$ cat config.mk
export PLATFORM = sky130hd
export DESIGN_NAME = pixel_stream_collector_flat
export DESIGN_NICKNAME = d
export VERILOG_FILES = /design/src/rtl/pixel_stream_collector_if.sv /design/src/rtl/pixel_stream_collector.sv /design/src/flat_wrapper.sv
export SDC_FILE = /design/constraint.sdc
export NUM_CORES = 1
export LEC_CHECK = 0
export BUFFER_PORTS_ARGS = -buffer_cell sky130_fd_sc_hd__buf_2
export CAP_MARGIN = 10
export CORE_ASPECT_RATIO = 1.75
export CORE_MARGIN = 2
export CORE_UTILIZATION = 53
export CTS_CLUSTER_SIZE = 12
export DETAILED_ROUTE_END_ITERATION = 8
export HOLD_SLACK_MARGIN = 0.1
export PLACE_DENSITY = 0.73
export SYNTH_ARGS = -nofsm -noshare
export SYNTH_HDL_FRONTEND = slang
export SYNTH_SLANG_ARGS = --single-unit
export TNS_END_PERCENT = 20
$ cat constraint.sdc
create_clock -name clk -period 2.4 [get_ports clk]
set_clock_uncertainty 0.15 [all_clocks]
set_input_delay 0.24 -clock clk [delete_from_list [all_inputs] [get_ports clk]]
set_output_delay 0.24 -clock clk [all_outputs]
set_load 0.02 [all_outputs]
$ cat src/rtl/pixel_stream_collector_if.sv
// Pixel stream bundle between the collector and its neighbours: the
// non-back-pressurable upstream pixel feed, the downstream valid/ready
// stream with line/frame tags, and the collector's status outputs.
interface pixel_stream_collector_if #(
    parameter int DATA_W = 8
);
    logic              in_valid;
    logic [DATA_W-1:0] in_pixel;
    logic              out_valid;
    logic              out_ready;
    logic [DATA_W-1:0] out_pixel;
    logic              out_eol;
    logic              out_eof;
    logic              almost_full;
    logic              overflow;
    logic              frame_done;

    // Environment side: feeds pixels and accepts the output stream.
    modport master (
        output in_valid, in_pixel, out_ready,
        input  out_valid, out_pixel, out_eol, out_eof,
        input  almost_full, overflow, frame_done
    );

    // Collector side.
    modport slave (
        input  in_valid, in_pixel, out_ready,
        output out_valid, out_pixel, out_eol, out_eof,
        output almost_full, overflow, frame_done
    );
endinterface

$ cat src/rtl/pixel_stream_collector.sv
// Collects the fixed-latency pixel stream into a small circular FIFO and
// re-emits it with a valid/ready handshake, tagging end-of-line and
// end-of-frame from position counters that advance only on accepted pixels.
// Dropped pixels (FIFO full, no pop) set a sticky overflow flag; frame
// alignment is then lost until the next reset.
module pixel_stream_collector #(
    parameter int DATA_W     = 8,
    parameter int IMG_WIDTH  = 28,
    parameter int IMG_HEIGHT = 28,
    parameter int FIFO_DEPTH = 8
) (
    input  logic                    clk,
    input  logic                    rst_n,
    pixel_stream_collector_if.slave bus
);
    localparam int PTR_W = $clog2(FIFO_DEPTH);
    localparam int CNT_W = $clog2(FIFO_DEPTH + 1);
    localparam int COL_W = $clog2(IMG_WIDTH);
    localparam int ROW_W = (IMG_HEIGHT > 1) ? $clog2(IMG_HEIGHT) : 1;

    localparam logic [CNT_W-1:0] CNT_FULL = CNT_W'(FIFO_DEPTH);
    localparam logic [CNT_W-1:0] CNT_AF   = CNT_W'(FIFO_DEPTH - 2);
    localparam logic [COL_W-1:0] COL_LAST = COL_W'(IMG_WIDTH - 1);
    localparam logic [ROW_W-1:0] ROW_LAST = ROW_W'(IMG_HEIGHT - 1);

    logic [DATA_W-1:0] mem [FIFO_DEPTH];
    logic [PTR_W-1:0]  wr_ptr;
    logic [PTR_W-1:0]  rd_ptr;
    logic [CNT_W-1:0]  count;
    logic [COL_W-1:0]  col;
    logic [ROW_W-1:0]  row;
    logic              overflow_flag;
    logic              frame_done_flag;

    logic not_empty;
    logic pop;
    logic push;
    logic drop;
    logic eol;
    logic eof;

    // Handshake decode; a pop frees a slot so a full FIFO can still take a pixel.
    always_comb begin
        not_empty = (count != '0);
        pop       = not_empty && bus.out_ready;
        push      = bus.in_valid && ((count != CNT_FULL) || pop);
        drop      = bus.in_valid && (count == CNT_FULL) && !pop;
        eol       = not_empty && (col == COL_LAST);
        eof       = eol && (row == ROW_LAST);
    end

    // Pixel storage; contents are not reset, writes are suppressed during reset.
    always_ff @(posedge clk) begin
        if (rst_n && push) begin
            mem[wr_ptr] <= bus.in_pixel;
        end
    end

    // Pointers, occupancy, frame position and status flags.
    always_ff @(posedge clk) begin
        if (!rst_n) begin
            wr_ptr          <= '0;
            rd_ptr          <= '0;
            count           <= '0;
            col             <= '0;
            row             <= '0;
            overflow_flag   <= 1'b0;
            frame_done_flag <= 1'b0;
        end else begin
            if (push) begin
                wr_ptr <= wr_ptr + PTR_W'(1);
            end
            if (pop) begin
                rd_ptr <= rd_ptr + PTR_W'(1);
                if (col == COL_LAST) begin
                    col <= '0;
                    row <= (row == ROW_LAST) ? '0 : row + ROW_W'(1);
                end else begin
                    col <= col + COL_W'(1);
                end
            end
            case ({push, pop})
                2'b10:   count <= count + CNT_W'(1);
                2'b01:   count <= count - CNT_W'(1);
                default: count <= count;
            endcase
            if (drop) begin
                overflow_flag <= 1'b1;
            end
            frame_done_flag <= pop && eof;
        end
    end

    assign bus.out_valid   = not_empty;
    assign bus.out_pixel   = mem[rd_ptr];
    assign bus.out_eol     = eol;
    assign bus.out_eof     = eof;
    assign bus.almost_full = (count >= CNT_AF);
    assign bus.overflow    = overflow_flag;
    assign bus.frame_done  = frame_done_flag;
endmodule
$ cat src/flat_wrapper.sv
// flat-port wrapper written by rule: the top's interface ports become plain ports
module pixel_stream_collector_flat 
#(
    parameter int DATA_W     = 8,
    parameter int IMG_WIDTH  = 28,
    parameter int IMG_HEIGHT = 28,
    parameter int FIFO_DEPTH = 8
)
  (clk, rst_n, bus_in_valid, bus_in_pixel, bus_out_ready, bus_out_valid, bus_out_pixel, bus_out_eol, bus_out_eof, bus_almost_full, bus_overflow, bus_frame_done);
  pixel_stream_collector_if #(.DATA_W(DATA_W)) bus_i ();
  input  logic clk;
  input  logic rst_n;
  input wire logic [$bits(bus_i.in_valid)-1:0] bus_in_valid;
  input wire logic [$bits(bus_i.in_pixel)-1:0] bus_in_pixel;
  input wire logic [$bits(bus_i.out_ready)-1:0] bus_out_ready;
  output wire logic [$bits(bus_i.out_valid)-1:0] bus_out_valid;
  output wire logic [$bits(bus_i.out_pixel)-1:0] bus_out_pixel;
  output wire logic [$bits(bus_i.out_eol)-1:0] bus_out_eol;
  output wire logic [$bits(bus_i.out_eof)-1:0] bus_out_eof;
  output wire logic [$bits(bus_i.almost_full)-1:0] bus_almost_full;
  output wire logic [$bits(bus_i.overflow)-1:0] bus_overflow;
  output wire logic [$bits(bus_i.frame_done)-1:0] bus_frame_done;
  assign bus_i.in_valid = bus_in_valid;
  assign bus_i.in_pixel = bus_in_pixel;
  assign bus_i.out_ready = bus_out_ready;
  assign bus_out_valid = bus_i.out_valid;
  assign bus_out_pixel = bus_i.out_pixel;
  assign bus_out_eol = bus_i.out_eol;
  assign bus_out_eof = bus_i.out_eof;
  assign bus_almost_full = bus_i.almost_full;
  assign bus_overflow = bus_i.overflow;
  assign bus_frame_done = bus_i.frame_done;
  pixel_stream_collector #(.DATA_W(DATA_W), .IMG_WIDTH(IMG_WIDTH), .IMG_HEIGHT(IMG_HEIGHT), .FIFO_DEPTH(FIFO_DEPTH)) u_core (.clk(clk), .rst_n(rst_n), .bus(bus_i));
endmodule
==> impl_metrics.tcl <==
set metrics [dict create \
    fin_crit_ns 2.32 \
    rows 39 \
    cts_num_sinks 89 \
    synth_seq_cells 89 \
    synth_flop_cell "edfxtp_1" \
    r2r_end "u_core.count[2]" \
    ff2ff_path_depth 9 \
    grt_pass1_vias 2134 \
    cp_top_family "simple AND/OR/NAND/NOR gates" \
    diodes 0 \
    synth_edf_count 64 \
    clockBufferDepth 2 \
    cp_common_cell "a21oi_1" \
    hold_end "u_core.row[0]" \
    switching_share_pct 27.0 \
    insertion_delay_ns 0.33 \
    die-area_um2 7560 \
    cp.required_ns 2.50 \
    grt_pass1_wl_um 10200 \
    antenna_found_initial 0 \
    io_buffers 25 \
    criticalPathCategory "reg -> reg" \
    rr_startpoint "u_core.count[2]" \
    wl_per_cell_um 16.9 \
    setup.worst_path.start_class "flop" \
    slew-limit-headroom_pct 39.2 \
    die_w_um 66.6 \
    drive_above_1_share_pct 30.5 \
    yosysWarnings 0 \
    comb_power_share_pct 24.6 \
    route.met2.wl_um 3520 \
    cts_tree "built" \
    reg2reg_setup_slack_ns 0.08 \
    grt_max_degree 19 \
    cpPeakStageDelay_ns 0.40 \
    status "finished clean" \
    min_path_cells 3 \
    drc 0 \
    rsz0062_at_grt "true" \
    leakage_uw 0.00156 \
    pwr-share-clk_pct 31.1 \
    cts-root-buf "clkbuf_16" \
    die-height_um 114 \
    wl_um 6310 \
    fillers 487 \
    area_growth_pct 20.4 \
    grt_usage_pct 19.2 \
    clk_pin_slew_worst_paths_ns 0.06 \
    seq_area_frac_synth_pct 66.7 \
    drt_iter0_drc 157 \
    synth_nets 251 \
    gp_congestion 0.730 \
    ir_drop_uv 750 \
    cts-htree-levels 3 \
    routed.top_layer "met4" \
    fin_tns_setup_ns 0 \
    p_seq_share_pct 44.3 \
    drt-met1-wl_um 2410 \
    hold_start "bus_out_ready" \
    placed_cells 344 \
    dp_hpwl_um 4160 \
    ant_nets 0 \
    end_kind "flop" \
    netlist_instances 232 \
    fmaxAchievable_mhz 430 \
    netlist_area_um2 3630 \
    crit_buf_inv 0 \
    cts_buffers 9 \
    path_cells "or3_4 -> o21ai_4 -> ha_4 -> xor2_2 -> ha_1 -> a21oi_1 -> xor2_1 -> or3_1 -> a21oi_1" \
    dr_total_vias 2057 \
    syn_area_per_cell_um2 15.7 \
    finalHoldViolCount 0 \
    viasPerCell 5.50 \
    initial_core_util_pct 55.1 \
    drv_slew 0 \
    critPathMaxFanout 9 \
    final_core_util_pct 66.4 \
    cp_slowest_cell "or3_4" \
    async_reset_ff_share_pct 0 \
    p_per_area_nw_per_um2 926 \
    io_pins 26 \
    finalCritPeriodShare_pct 96.8 \
    layout.cells.most_common_list "edfxtp_1 (64), buf_2 (25), nor2_1 (24), dfxtp_1 (23), mux4_2 (16)" \
    p_int_uw 2950 \
    final_cells 374 \
    layout_commonest_cell "edfxtp_1" \
    min_path_type "in -> reg" \
    routed-wl-met3_um 185 \
    cp.arrival_ns 2.42 \
    nets 306 \
    setup_violations 0 \
    grt-ovfl-total 0 \
    switchingPower_uw 1100 \
    dr.pass1.iters 4 \
    synth_cell_types 38 \
    drv_cap 0 \
    worst_pin_slew_ns 0.908 \
    coreArea_um2 6590 \
]
state kept, by name (all words and copies together), names as in the netlist, named ones only:
| signal | count |
|---|---|
| u_core.col | 5 |
| u_core.bus.frame_done | 1 |
| u_core.mem | 64 |
| u_core.row | 5 |
| u_core.rd_ptr | 3 |
| u_core.bus.overflow | 1 |
| u_core.wr_ptr | 3 |
| u_core.count | 4 |
routing by layer:
metal / up-vias / GRT usage (%)
li1: 1000 / -
met3: 13 / 3.75
met2: 37 / 34.7
met5: - / 0
met1: 1007 / 20.3
met4: 0 / 10.2
stage by stage:
| step | setup slack [ns] | hold WS, ns | power [uW] | cell area (um2) |
|---|---|---|---|---|
| floorplan | 0.00507 | 0.189 | 2520 | 3640 |
| global placement | 0.0832 | 0.307 | 2750 | 3930 |
| detailed placement | -0.0129 | 0.317 | 2770 | 3930 |
| CTS | 0.00855 | 0.139 | 4060 | 4340 |
| global route | -0.0608 | 0.165 | 4240 | 4370 |
| finish | 0.0766 | 0.138 | 4050 | 4370 |
cell type report:
type	count	area, um2	area share, %
multi-input combinational	132	1180	27.0
clock buffer	12	246	5.64
sequential	89	2430	55.5
timing repair buffer	53	378	8.64
clock inverter	4	30.0	0.687
tap	82	103	2.35
inverter	2	7.51	0.172
worst register-to-register path, stage by stage (launching register included):
cell and delay [ns]:
dfxtp_4 0.37, or3_4 0.40, o21ai_4 0.17, ha_4 0.19
xor2_2 0.14, ha_1 0.15, a21oi_1 0.05, xor2_1 0.16
or3_1 0.32, a21oi_1 0.14
synth_stat cells (all sizes together), types with 6 or more instances:
cell	instances	area share, %
nand2	9	0.93
ha	7	2.4
buf	8	1.4
mux2	8	2.5
a21oi	10	1.4
dfxtp	25	14
edfxtp	64	53
xor2	6	1.4
mux4	16	9.9
nand3	7	0.96
nor2	24	2.5
nor3	7	0.96
timing repair:
action / CTS / global route
pin swaps: 0 / 1
buffers inserted: 0 / 2
hold buffers: 12 / 0
gates cloned: 0 / 0
hold endpoints to repair: 67 / 0
setup endpoints to repair: 1 / 2
gates resized for setup: 1 / 5
cells by family (layout without fill, tap and decap cells):
group | after synthesis | after routing | share of synthesized area (%)
buf+inv | 11 | 71 | 1.69
xor+xnor | 10 | 10 | 2.41
flops | 89 | 89 | 66.7
mux | 29 | 29 | 13.8
compound gates | 21 | 21 | 3.75
simple gates | 65 | 65 | 9.27
fa+ha+maj | 7 | 7 | 2.41
worst max path at each step:
stage / start / end / cells past startpoint
detailed placement: u_core.count[2] / u_core.count[2] / 9
CTS: u_core.count[2] / u_core.count[2] / 9
finish: u_core.count[2] / u_core.count[2] / 9
global placement: u_core.count[2] / u_core.count[2] / 9
floorplan: u_core.count[1] / u_core.count[2] / 10
global route: u_core.count[2] / u_core.count[2] / 9
power groups by stage:
stage | Sequential, uW | Combinational (uW) | Clock, uW
final | 1800 | 995 | 1260
after global routing | 1810 | 1090 | 1340
after CTS | 1790 | 979 | 1290
after detailed placement | 1820 | 950 | 0
after global placement | 1820 | 934 | 0
after floorplan | 1810 | 707 | 0
(Power assumes the default switching activity.)
